<file path="config.mk">
export PLATFORM = sky130hd
export DESIGN_NAME = button_event_decoder
export DESIGN_NICKNAME = d
export VERILOG_FILES = /design/src/rtl/button_event_pkg.sv /design/src/rtl/level_edge_detect.sv /design/src/rtl/button_event_decoder.sv
export SDC_FILE = /design/constraint.sdc
export NUM_CORES = 1
export LEC_CHECK = 0
export CORE_AREA = 2 2 54 56
export CTS_BUF_LIST = sky130_fd_sc_hd__clkbuf_2
export DETAILED_ROUTE_END_ITERATION = 16
export DIE_AREA = 0 0 56 58
export PLACE_DENSITY = 0.78
export SETUP_SLACK_MARGIN = 0.3
export SLEW_MARGIN = 20
export SYNTH_ARGS = -nofsm -noshare
export SYNTH_HDL_FRONTEND = slang
export SYNTH_SLANG_ARGS = --single-unit
</file>
<file path="constraint.sdc">
create_clock -name CLK -period 2.5 [get_ports CLK]
set_clock_uncertainty 0.1 [all_clocks]
set_input_delay 0.375 -clock CLK [delete_from_list [all_inputs] [get_ports CLK]]
set_output_delay 0.375 -clock CLK [all_outputs]
set_load 0.01 [all_outputs]
</file>
<file path="src/rtl/button_event_pkg.sv">
// Shared types and default timing constants for the button gesture decoder.
// Default tick counts assume a 50 MHz clock (250 ms long press, 125 ms double gap, 50 ms repeat).
package button_event_pkg;

  localparam int unsigned DEF_LONG_TICKS   = 12_500_000;
  localparam int unsigned DEF_DOUBLE_TICKS = 6_250_000;
  localparam int unsigned DEF_REPEAT_TICKS = 2_500_000;
  localparam int unsigned DEF_TIMER_W      = 24;

  typedef enum logic [2:0] {
    ST_IDLE           = 3'd0,
    ST_PRESSED        = 3'd1,
    ST_LONG_HELD      = 3'd2,
    ST_WAIT_SECOND    = 3'd3,
    ST_SECOND_PRESSED = 3'd4
  } btn_evt_state_t;

  // States in which the user is physically holding the button.
  function automatic logic is_held_state(input btn_evt_state_t s);
    return (s == ST_PRESSED) || (s == ST_LONG_HELD) || (s == ST_SECOND_PRESSED);
  endfunction

endpackage

</file>
<file path="src/rtl/level_edge_detect.sv">
// Turns a synchronous level into single-cycle press/release strobes.
// The strobes are combinational so the consumer sees them in the same cycle as the level change.
module level_edge_detect #(
  parameter bit ACTIVE_LOW = 1'b0
) (
  input  logic CLK,
  input  logic RST,
  input  logic level,
  output logic press_evt,
  output logic rel_evt
);

  logic pressed;
  logic prev_d;
  logic prev_q;

  assign pressed = level ^ ACTIVE_LOW;

  always_comb begin
    prev_d = pressed;
  end

  // Clearing prev on reset makes a button held through reset look like a fresh press.
  always_ff @(posedge CLK) begin
    if (RST) begin
      prev_q <= 1'b0;
    end else begin
      prev_q <= prev_d;
    end
  end

  assign press_evt = pressed & ~prev_q;
  assign rel_evt   = ~pressed & prev_q;

endmodule

</file>
<file path="src/rtl/button_event_decoder.sv">
// Classifies a debounced button level into short, long, double and auto-repeat pulses.
// All outputs are registered; each pulse lasts exactly one CLK cycle.
module button_event_decoder
  import button_event_pkg::*;
#(
  parameter bit          ACTIVE_LOW   = 1'b0,
  parameter int unsigned LONG_TICKS   = DEF_LONG_TICKS,
  parameter int unsigned DOUBLE_TICKS = DEF_DOUBLE_TICKS,
  parameter int unsigned REPEAT_TICKS = DEF_REPEAT_TICKS,
  parameter int unsigned TIMER_W      = DEF_TIMER_W
) (
  input  logic CLK,
  input  logic RST,
  input  logic btn_state,
  output logic short_press,
  output logic long_press,
  output logic double_press,
  output logic repeat_pulse,
  output logic held
);

  localparam logic [TIMER_W-1:0] LONG_LAST   = TIMER_W'(LONG_TICKS - 1);
  localparam logic [TIMER_W-1:0] DOUBLE_LAST = TIMER_W'(DOUBLE_TICKS - 1);
  localparam logic [TIMER_W-1:0] REPEAT_LAST = TIMER_W'(REPEAT_TICKS - 1);

  logic press_evt;
  logic rel_evt;

  btn_evt_state_t     state_d, state_q;
  logic [TIMER_W-1:0] timer_d, timer_q;
  logic               short_press_d, short_press_q;
  logic               long_press_d, long_press_q;
  logic               double_press_d, double_press_q;
  logic               repeat_pulse_d, repeat_pulse_q;
  logic               held_d, held_q;

  level_edge_detect #(
    .ACTIVE_LOW (ACTIVE_LOW)
  ) u_edge (
    .CLK       (CLK),
    .RST       (RST),
    .level     (btn_state),
    .press_evt (press_evt),
    .rel_evt   (rel_evt)
  );

  // Release and press events are tested before the timeouts so they win any coincidence.
  always_comb begin
    // NOTE: every signal gets a default first so no path through the case leaves it unassigned (no latch).
    state_d        = state_q;
    timer_d        = timer_q + TIMER_W'(1);
    short_press_d  = 1'b0;
    long_press_d   = 1'b0;
    double_press_d = 1'b0;
    repeat_pulse_d = 1'b0;

    case (state_q)
      ST_IDLE: begin
        timer_d = '0;
        if (press_evt) state_d = ST_PRESSED;
      end
      ST_PRESSED: begin
        if (rel_evt) begin
          state_d = ST_WAIT_SECOND;
        end else if (timer_q == LONG_LAST) begin
          state_d      = ST_LONG_HELD;
          long_press_d = 1'b1;
        end
      end
      ST_LONG_HELD: begin
        if (rel_evt) begin
          state_d = ST_IDLE;
        end else if (timer_q == REPEAT_LAST) begin
          timer_d        = '0;
          repeat_pulse_d = 1'b1;
        end
      end
      ST_WAIT_SECOND: begin
        if (press_evt) begin
          state_d        = ST_SECOND_PRESSED;
          double_press_d = 1'b1;
        end else if (timer_q == DOUBLE_LAST) begin
          state_d       = ST_IDLE;
          short_press_d = 1'b1;
        end
      end
      ST_SECOND_PRESSED: begin
        timer_d = '0;
        if (rel_evt) state_d = ST_IDLE;
      end
      default: begin
        state_d = ST_IDLE;
        timer_d = '0;
      end
    endcase

    if (state_d != state_q) timer_d = '0;

    // held tracks the state being entered, so it rises on the same edge as the press.
    held_d = is_held_state(state_d);
  end

  always_ff @(posedge CLK) begin
    if (RST) begin
      state_q        <= ST_IDLE;
      timer_q        <= '0;
      short_press_q  <= 1'b0;
      long_press_q   <= 1'b0;
      double_press_q <= 1'b0;
      repeat_pulse_q <= 1'b0;
      held_q         <= 1'b0;
    end else begin
      // NOTE: non-blocking assignments so every flop samples the pre-edge values computed above.
      state_q        <= state_d;
      timer_q        <= timer_d;
      short_press_q  <= short_press_d;
      long_press_q   <= long_press_d;
      double_press_q <= double_press_d;
      repeat_pulse_q <= repeat_pulse_d;
      held_q         <= held_d;
    end
  end

  assign short_press  = short_press_q;
  assign long_press   = long_press_q;
  assign double_press = double_press_q;
  assign repeat_pulse = repeat_pulse_q;
  assign held         = held_q;

endmodule
</file>
# Word-level counts from Yosys, hierarchy flattened
# Index checks and enable logic that the tools add are counted.
[classes]
add_sub_neg = 1
eq_ne = 11
mux = 14
bitwise_logic = 7
n_reduce_logical = 10
[op_table]
columns = ["operator", "n"]
rows = [
  ["$mux 24", 2],
  ["$pmux 24 s2", 1],
  ["$add 24x1->24 const B", 1],
  ["$eq 24x22->1 const B", 1],
  ["$eq 24x23->1 const B", 1],
  ["$eq 24x24->1 const B", 1],
  ["$mux 3", 6],
  ["$pmux 3 s4", 1],
  ["$eq 3x2->1 const B", 3],
  ["$reduce_or 3->1", 3],
  ["$reduce_or 2->1", 4],
  ["$eq 3x1->1 const B", 2],
  ["$eq 3x3->1 const B", 2],
  ["$not 1->1", 5],
  ["$mux 1", 4],
  ["$logic_not 3->1", 1],
  ["$ne 3x3->1", 1],
  ["$and 1x1->1", 2],
  ["$logic_or 1x1->1", 2],
]
[word_totals]
reg_bits = 33
inputBits = 3
out_inout_bits = 5
elab_cells = 51

# Longest topological paths before layout
# Gate-level depths: netlist (run 1).
[depth]
ltp_word = 7
ltp_mapped = 7
depth_no_buf = 6

# Cells and area by module
# Synthesis (run 1) repeated with hierarchy kept, for this count alone.
[unflattened]
hier_cells = 190
hier_area_um2 = 1670.4
[modules_own_cells]
columns = ["mod", "n_inst", "cells_each", "area_each_um2", "seq_area_each_um2"]
rows = [
  ["button_event_decoder", 1, 186, 1631.6, 640.6],
  ["level_edge_detect", 1, 4, 38.8, 20.0],
]

# Worst setup path before layout (run 1)
# No wires, ideal clock.
[synth_path]
path_type = "register -> register"
start = "register timer_q[9]"
end = "register timer_q[13]"
setup_time_ns = 0.121
t_arrival_ns = 1.650
required_time_ns = 2.279
setup_slack_ns = 0.629
path_stages_with_launch = 7
n_path_buf = 1
synth_period_minus_slack_ns = 1.871
path_cell_list = "dfxtp_1 -> or4b_4 -> nor4_4 -> and3_1 -> a22o_4 -> buf_6 -> nor3_1"
[synth_via]
elab_chain_len = 6
elab_cells_between_ends = 14
classes_between = "add/sub (1); eq/ne (4); mux (8); reduce/logical (1)"
[synth_lines]
columns = ["item", "line_no", "source"]
rows = [
  ["start, declared", "button_event_decoder.sv:30", "logic [TIMER_W-1:0] timer_d, timer_q;"],
  ["start signal, assigned", "button_event_decoder.sv:115", "timer_q <= timer_d;"],
  ["parallel branches: the longest is 6 deep, another holds $add 24x1->24", "--", ""],
]
# Parallel ways; which one is timed is not known.
# A chain may end at the register's enable or synchronous reset.

# Worst setup path after layout (run 1)
[layout_path]
start = "register timer_q[21]"
end = "register timer_q[17]"
[layout_via]
elab_chain_len = 6
elab_cells_between_ends = 13
classes_between = "eq/ne (4); mux (8); reduce/logical (1)"
[layout_lines]
columns = ["item", "line_no", "source"]
rows = [
  ["$eq 24x23->1 / $eq 24x24->1 (equally long branches)", "button_event_decoder.sv:82, button_event_decoder.sv:65", ""],
  ["$mux 3 (on tied branches)", "button_event_decoder.sv:82, button_event_decoder.sv:65", ""],
  ["$mux 3 (on tied branches)", "button_event_decoder.sv:79, button_event_decoder.sv:63", ""],
  ["$pmux 3 s4", "button_event_decoder.sv:57", "case (state_q)"],
  ["$ne 3x3->1", "button_event_decoder.sv:97", "if (state_d != state_q) timer_d = '0;"],
  ["$reduce_or 2->1 (no line)", "--", ""],
]
# Parallel ways exist; a longest one is shown, timed or not.

==> flow_metrics.tcl, run 1 <==
set metrics [dict create \
    cellPowerDensity_nw_per_um2 478 \
    rr_startpoint "timer_q[21]$_SDFF_PP0_" \
    die_y_um 58 \
    required_ns 2.67 \
    hold_viol 0 \
    numCtsBuffers 5 \
    seqCellArea_um2 661 \
    path_clk_slew_ns 0.16 \
    num_vias 1349 \
    met1Wirelength_mm 1.53 \
    placementRows 19 \
    worst_pin_slew_ns 0.634 \
    synthesis.area_um2 1580 \
    n_antenna_cell 0 \
    timing.rr.end "timer_q[17]$_SDFF_PP0_" \
    cts_max_level 2 \
    finalSetupTns_ns 0 \
    final_cell_mix "33 x dfxtp_1, 30 x nor3_1, 16 x xor2_1" \
    dieArea_um2 3250 \
    post-route-drc-count 0 \
    dp_hpwl_mm 2.26 \
    fillerInstances 244 \
    hold_start "timer_q[0]$_SDFF_PP0_" \
    met2_length_mm 1.60 \
    crit_path_end_kind "flip-flop" \
    cts_tree "yes" \
    whs_path_depth 1 \
    p_leak_nw 0.594 \
    detail_route.wl_per_cell_um 15.2 \
    status "completed" \
    drtIter0Drc 51 \
    cts_sinks 33 \
    yosysWarnings 0 \
    synth_cell_types 31 \
    clock_path_buffers 2 \
    portBuffers 7 \
    clk_latency_ns 0.38 \
    io_pins 8 \
    drv_cap 0 \
    grt_pass1_wl_mm 5.69 \
    fin_cells 223 \
    firstDrtPassIters 4 \
    yosys.area.top_type "dfxtp_1" \
    placed_cells 214 \
    ys_seq_area_frac 0.417 \
    finalMaxSlewViolations 0 \
    syn_inst 179 \
    syn2layout_area_growth_pct 9.72 \
    wl_met3_um 157 \
    ys.flop_type "dfxtp_1" \
    grt_overflow 0 \
    mostFrequentLayoutCell "dfxtp_1" \
    grt_pass1_vias 1294 \
    grt_max_degree 25 \
    die_w_um 56 \
    drive_above_1_share 0.104 \
    ctsRootBufferMaster "clkbuf_2" \
    antenna_found_initial 0 \
    syn_nets 183 \
    slew-limit-headroom 0.574 \
    synth.top_cells.by_area "dfxtp_1 42%, nor3_1 9.5%, xor2_1 8.8%" \
    finalSetupViolations 0 \
    fin_crit_ns 2.05 \
    r2r_setup_slack_ns 0.45 \
    rr_worst_depth 5 \
    drt-vias-per-instance 6.05 \
    rsz0062_at_grt "false" \
    synth_seq_cells 33 \
    clock.fmax_mhz 488 \
    fp.coreArea_um2 2660 \
    vdd_drop_max_uv 384 \
    cp-start-kind "flip-flop" \
    highest_layer "met4" \
    gp_congestion 0.915 \
    grt_use_total 0.226 \
    syn_area_per_cell_um2 8.85 \
    worst_hold_path_type "reg2reg" \
    post-cts-setup-buffer-count 0 \
    cp.arrival_ns 2.22 \
    final_net_count 195 \
    async_flop_share 0 \
    ant_nets 0 \
    finalCritPeriodShare 0.819 \
    crit_type "reg2reg" \
    synth-edff-count 0 \
    crit_start "timer_q[21]$_SDFF_PP0_" \
    multiInputGateArea_um2 891 \
    synth.top_cell.area_share 0.417 \
    whs_endpoint "timer_q[0]$_SDFF_PP0_" \
    wirelength_mm 3.38 \
    worstPathMaxFanout 12 \
    start_util 0.595 \
]
[metrics by stage]
stage	hold WS (ns)	power [mW]	cell area, um2	utilization	worst slack (ns)
final	0.402	0.830	1740	0.653	0.451
after global routing	0.442	0.867	1740	0.653	0.369
after CTS	0.405	0.834	1710	0.643	0.388
after detailed placement	0.383	0.593	1670	0.628	0.308
after global placement	0.377	0.591	1670	0.628	0.433
after floorplan	0.350	0.578	1580	-	0.629
[logic make-up after synthesis]
family / synth area share
adders and majority gates: 0.00790
xor gates and xnor gates: 0.122
AOI/OAI and AO/OA: 0.0529
buffers and inverters: 0.0348
and+or+nand+nor: 0.366
DFF: 0.417
[worst max-delay path by stage]
stage	cells after the start	slack (ns)	to
finish	5	0.45	timer_q[17]$_SDFF_PP0_
global route	6	0.37	timer_q[17]$_SDFF_PP0_
CTS	7	0.39	timer_q[17]$_SDFF_PP0_
detailed placement	7	0.31	timer_q[22]$_SDFF_PP0_
global placement	6	0.43	timer_q[18]$_SDFF_PP0_
floorplan	6	0.63	timer_q[13]$_SDFF_PP0_
[cell usage after synthesis, drive strengths merged (2+ instances only)]
library cell   n
a31oi          3
dfxtp         33
nand4          9
nor4           7
nand2         10
xor2          16
nor3          30
and3           9
or2            2
inv            5
nor2b          4
nor2          10
buf            4
xnor2          6
nand3         13
and2           2
a21oi          2
o21ai          4
[power breakdown]
part / total (mW) / switching [mW] / leakage, nW / internal [mW]
registers: 0.538 / 0.00567 / 0.267 / 0.532
logic: 0.0478 / 0.0296 / 0.295 / 0.0181
clock network: 0.245 / 0.175 / 0.0327 / 0.0701
[layer usage]
metal  GRT usage  up-vias
met4       0.136        0
met5           0        -
li1            -      672
met1       0.266      626
met3      0.0781       10
met2       0.358       41
[worst max-delay path, stage by stage (launching register included)]
cell and delay (ns):
dfxtp_1 0.45, or4b_4 0.50, nor4_4 0.27, and3_1 0.32, a22o_4 0.23, nor3_1 0.08
[flip-flops by register name, indices dropped and copies added, names as in the netlist]
| signal | cells |
|---|---|
| long_press | 1 |
| short_press | 1 |
| held | 1 |
| timer_q | 24 |
| state_q | 3 |
| repeat_pulse | 1 |
| double_press | 1 |
| u_edge.prev_q | 1 |
[timing repair]
item | 4_1_cts | 5_1_grt
resized for setup | 0 | 3
endpoints found under the setup margin | 0 | 24
hold buffers | 0 | 0
[layout make-up]
type                    instances  area share
clock buffers                   6      0.0173
flip-flops and latches         33       0.380
clock inverters                 2     0.00576
multi-input cells             137       0.513
repair buffers                  9      0.0511
inverters                       5      0.0108
well taps                      31      0.0223
Power figures use the tool's default switching activity.
==> run 2, diff against run 1 <==
--- a/config.mk
+++ b/config.mk
@@ -5,11 +5,11 @@
 export SDC_FILE = /design/constraint.sdc
 export NUM_CORES = 1
 export LEC_CHECK = 0
-export CORE_AREA = 2 2 54 56
+export CORE_AREA = 2 2 57 59
 export CTS_BUF_LIST = sky130_fd_sc_hd__clkbuf_2
 export DETAILED_ROUTE_END_ITERATION = 16
-export DIE_AREA = 0 0 56 58
-export PLACE_DENSITY = 0.78
+export DIE_AREA = 0 0 59 61
+export PLACE_DENSITY = 0.74
 export SETUP_SLACK_MARGIN = 0.3
 export SLEW_MARGIN = 20
 export SYNTH_ARGS = -nofsm -noshare
==> constraint.sdc (replaced) <==
create_clock -name CLK -period 1.7 [get_ports CLK]
set_clock_uncertainty 0.1 [all_clocks]
set_input_delay 0.255 -clock CLK [delete_from_list [all_inputs] [get_ports CLK]]
set_output_delay 0.255 -clock CLK [all_outputs]
set_load 0.01 [all_outputs]
==> flow_metrics.tcl, run 2 (synthesis results as in run 1) <==
set metrics [dict create \
    gp_congestion 0.951 \
    vdd_drop_max_uv 560 \
    mostFrequentLayoutCell "buf_4" \
    hold_ws_ns 0.381 \
    grt_use_total 0.287 \
    p_leak_nw 0.909 \
    finalMaxSlewViolations 0 \
    start_util 0.536 \
    cts_sinks 33 \
    num_vias 1724 \
    syn2layout_area_growth_pct 43.2 \
    io_pins 8 \
    post-route-drc-count 0 \
    worstPathMaxFanout 12 \
    clk_latency_ns 0.39 \
    seqCellArea_um2 668 \
    pwr-share-seq 0.553 \
    ant_nets 0 \
    path_buf_inv 1 \
    violations "setup timing" \
    placed_cells 255 \
    grt_pass1_vias 1665 \
    clock.fmax_mhz 493 \
    cellPowerDensity_nw_per_um2 630 \
    fin_cells 274 \
    cts_tree "yes" \
    cp-start-kind "flip-flop" \
    firstDrtPassIters 5 \
    drv_cap 0 \
    worst_pin_slew_ns 0.859 \
    detail_route.wl_per_cell_um 18.9 \
    largest_reg_flops 24 \
    die_y_um 61 \
    max_flop_register "timer_q" \
    swShare 0.240 \
    placementRows 20 \
    rsz0062_at_grt "true" \
    ctsRootBufferMaster "clkbuf_2" \
    finalSetupTns_ns -8.23 \
    worstPathCellList "or4b_4 -> nor4_4 -> buf_4 -> and3_4 -> a22o_4 -> nor3_1" \
    grt_pass1_wl_mm 7.54 \
    crit_type "reg2reg" \
    path_clk_slew_ns 0.17 \
    critical_path.slowest_cell "or4b_4" \
    multiInputGateArea_um2 990 \
    antenna_found_initial 0 \
    dieArea_um2 3600 \
    drt-vias-per-instance 6.29 \
    final_net_count 244 \
    timing.final.ws_setup_ns -0.329 \
    n_antenna_cell 0 \
    critPathTopFamily "simple AND/OR/NAND/NOR gates" \
    grt_overflow 0 \
    power_switching_mw 0.342 \
    worst_hold_path_type "in2reg" \
    finalCritPeriodShare 1.19 \
    portBuffers 7 \
    fin_crit_ns 2.03 \
    final_cell_mix "44 x buf_4, 28 x nor3_1, 27 x dfxtp_1" \
    combPwrFrac 0.080 \
    status "finished with violations" \
    wirelength_mm 5.18 \
    p_int_mw 1.09 \
    fillerInstances 203 \
    slew-limit-headroom 0.421 \
    required_ns 1.90 \
    dp_hpwl_mm 2.78 \
    grt_max_degree 13 \
    fp.coreArea_um2 2950 \
    cts_max_level 2 \
    hold_viol 0 \
    drtIter0Drc 110 \
    finalSetupViolations 28 \
    max_stage_delay_ns 0.55 \
    crit_path_end_kind "flip-flop" \
    cp.arrival_ns 2.23 \
    clock_path_buffers 2 \
    die_w_um 59 \
    numCtsBuffers 5 \
    drive_above_1_share 0.353 \
    p_clk_frac 0.367 \
    largestRegisters "timer_q: 24 flops, state_q: 3 flops" \
]
==> run 2: cell count changes in the layout (fill, tap and decap cells not counted), sizes merged <==
| cell | delta |
|---|---|
| clkdlybuf4s50 | -5 |
| dlygate4sd2 | +5 |
| buf | +48 |
| a22o | +1 |
| bufinv | +1 |
| clkinv | -1 |
==> run 2: repair_timing <==
| action | 4_1_cts | 5_1_grt |
|---|---|---|
| resized for setup | 20 | 14 |
| cloned | 2 | 1 |
| buffers inserted | 5 | 3 |
| hold buffers | 0 | 0 |
| hold endpoints to repair | 0 | 0 |
| pin swaps | 2 | 8 |
| setup endpoints to repair | 34 | 29 |
==> run 2: stage by stage <==
step                      setup WS (ns)  instance area [um2]   util  power (mW)
final                            -0.329                 2270  0.768        1.43
after global routing             -0.342                 2270  0.768        1.47
after global placement           -0.149                 1990  0.674       0.892
after CTS                        -0.201                 2170  0.734        1.42
after floorplan                 -0.0594                 1600      -       0.852
after detailed placement         -0.258                 1990  0.674       0.895
==> run 2: final timing paths <==
check                         startpoint                        to  slack, ns  depth (start not counted)
setup / recovery  timer_q[22]$_SDFF_PP0_     timer_q[9]$_SDFF_PP0_      -0.33                          6
hold / removal                 btn_state  u_edge.prev_q$_SDFF_PP0_       0.38                          2
setup reg to reg  timer_q[22]$_SDFF_PP0_     timer_q[9]$_SDFF_PP0_      -0.33                          6
hold reg to reg    timer_q[0]$_SDFF_PP0_     timer_q[0]$_SDFF_PP0_       0.44                          2
==> run 2: layer usage <==
layer,part of all wire,vias to the layer above,global-route usage
met5,0,-,0
met4,0.082,0,0.195
met3,0.083,39,0.0640
met2,0.48,103,0.508
met1,0.35,801,0.304
li1,-,781,-
==> run 2: layout make-up <==
class / instances / share of cell area
Multi-Input combinational cell: 138 / 0.436
Sequential cell: 33 / 0.295
Timing Repair Buffer: 57 / 0.215
Tap cell: 33 / 0.0182
Clock inverter: 2 / 0.0149
Clock buffer: 6 / 0.0132
Inverter: 5 / 0.00827
==> run 2: power by group through the flow <==
stage	clock network, mW	logic, mW	registers, mW
after floorplan	0	0.0463	0.806
after global placement	0	0.0870	0.805
after detailed placement	0	0.0893	0.806
after CTS	0.523	0.104	0.790
after global routing	0.556	0.122	0.791
final	0.524	0.114	0.790
==> run 3, diff against run 2 <==
--- a/config.mk
+++ b/config.mk
@@ -5,11 +5,11 @@
 export SDC_FILE = /design/constraint.sdc
 export NUM_CORES = 1
 export LEC_CHECK = 0
-export CORE_AREA = 2 2 57 59
+export CORE_AREA = 2 2 65 67
 export CTS_BUF_LIST = sky130_fd_sc_hd__clkbuf_2
 export DETAILED_ROUTE_END_ITERATION = 16
-export DIE_AREA = 0 0 59 61
-export PLACE_DENSITY = 0.74
+export DIE_AREA = 0 0 67 69
+export PLACE_DENSITY = 0.59
 export SETUP_SLACK_MARGIN = 0.3
 export SLEW_MARGIN = 20
 export SYNTH_ARGS = -nofsm -noshare
==> flow_metrics.tcl, run 3 (synthesis results as in run 1) <==
set metrics [dict create \
    fin_crit_ns 1.89 \
    mostFrequentLayoutCell "buf_4" \
    max_flop_register "timer_q" \
    largest_reg_flops 24 \
    grt_max_degree 15 \
    crit_path_end_kind "flip-flop" \
    cts_tree "yes" \
    critical_path.slowest_cell "or4b_4" \
    cellPowerDensity_nw_per_um2 573 \
    fillerInstances 358 \
    ctsRootBufferMaster "clkbuf_2" \
    required_ns 1.87 \
    violations "setup timing" \
    die_y_um 69 \
    drv_cap 0 \
    slew-limit-headroom 0.643 \
    gp_congestion 0.838 \
    clock.fmax_mhz 529 \
    grt_use_total 0.195 \
    path_buf_inv 1 \
    cp-start-kind "flip-flop" \
    post-route-drc-count 0 \
    grt_overflow 0 \
    n_antenna_cell 0 \
    multiInputGateArea_um2 921 \
    fp.coreArea_um2 3910 \
    worstPathCellList "or4b_4 -> nor4_4 -> nand4_1 -> nand3_2 -> buf_4 -> nor3_1" \
    worstPathMaxFanout 10 \
    rsz0062_at_grt "true" \
    grt_pass1_wl_mm 7.00 \
    cts_max_level 2 \
    cp.arrival_ns 2.06 \
    ant_nets 0 \
    finalCritPeriodShare 1.11 \
    grt_pass1_vias 1613 \
    antenna_found_initial 0 \
    clock_path_buffers 2 \
    drive_above_1_share 0.313 \
    final_cell_mix "49 x buf_4, 30 x nor3_1, 29 x dfxtp_1" \
    worst_hold_path_type "in2reg" \
    critPathTopFamily "simple AND/OR/NAND/NOR gates" \
    portBuffers 7 \
    wirelength_mm 3.88 \
    finalMaxSlewViolations 0 \
    vdd_drop_max_uv 380 \
    syn2layout_area_growth_pct 35.9 \
    clk_latency_ns 0.38 \
    final_net_count 243 \
    largestRegisters "timer_q: 24 flops, state_q: 3 flops" \
    status "finished with violations" \
    max_stage_delay_ns 0.56 \
    hold_viol 0 \
    firstDrtPassIters 4 \
    dp_hpwl_mm 2.93 \
    placementRows 23 \
    detail_route.wl_per_cell_um 13.4 \
    worst_pin_slew_ns 0.529 \
    drt-vias-per-instance 5.27 \
    cts_sinks 33 \
    num_vias 1529 \
    finalSetupViolations 28 \
    timing.final.ws_setup_ns -0.192 \
    dieArea_um2 4620 \
    path_clk_slew_ns 0.17 \
    start_util 0.405 \
    crit_type "reg2reg" \
    die_w_um 67 \
    hold_buffers 0 \
    numCtsBuffers 5 \
    finalSetupTns_ns -4.46 \
    seqCellArea_um2 666 \
    drtIter0Drc 106 \
    p_leak_nw 0.849 \
    io_pins 8 \
    hold_ws_ns 0.392 \
]
[run 3: worst paths after layout]
path / start / end / slack (ns) / cells past startpoint
worst max-delay path: timer_q[22]$_SDFF_PP0_ / timer_q[14]$_SDFF_PP0_ / -0.19 / 6
worst min-delay path: btn_state / u_edge.prev_q$_SDFF_PP0_ / 0.39 / 2
worst max register to register: timer_q[22]$_SDFF_PP0_ / timer_q[14]$_SDFF_PP0_ / -0.19 / 6
worst min register to register: timer_q[0]$_SDFF_PP0_ / timer_q[0]$_SDFF_PP0_ / 0.43 / 2
[run 3: cell type report]
class	instances	area share
multi-input combinational	137	0.428
sequential	33	0.309
timing repair buffer	57	0.208
tap	50	0.0291
clock buffer	5	0.0116
inverter	5	0.00872
clock inverter	3	0.00581
[run 3: stage by stage]
stage / setup WS (ns) / cells / utilization / power (mW) / area, um2
after floorplan: -0.0594 / 179 / - / 0.852 / 1600
after global placement: -0.211 / 280 / 0.526 / 0.890 / 2060
after detailed placement: -0.273 / 280 / 0.526 / 0.893 / 2060
after CTS: -0.179 / 290 / 0.542 / 1.25 / 2120
after global routing: -0.272 / 290 / 0.550 / 1.30 / 2150
final: -0.192 / 290 / 0.550 / 1.23 / 2150
[run 3: routing by layer]
| layer | GRT usage | wire length (um) | vias up |
|---|---|---|---|
| met1 | 0.233 | 1660 | 712 |
| li1 | - | - | 771 |
| met3 | 0.0571 | 170 | 15 |
| met4 | 0.0839 | 130 | 0 |
| met5 | 0 | 0 | - |
| met2 | 0.318 | 1920 | 31 |
[run 3: report_power, final]
| group | leakage, nW | switching (mW) | internal, mW |
|---|---|---|---|
| logic | 0.553 | 0.0498 | 0.0421 |
| registers | 0.269 | 0.00697 | 0.783 |
| clock network | 0.0278 | 0.263 | 0.0898 |
| total | 0.849 | 0.320 | 0.915 |
[run 3: timing repair]
action                                  4_1_cts  5_1_grt
endpoints found under the setup margin       34       33
pin swaps                                     3        1
setup buffers                                 1        0
gates resized for setup                       9       12
endpoints found under the hold margin         0        0
cloned                                        1        0
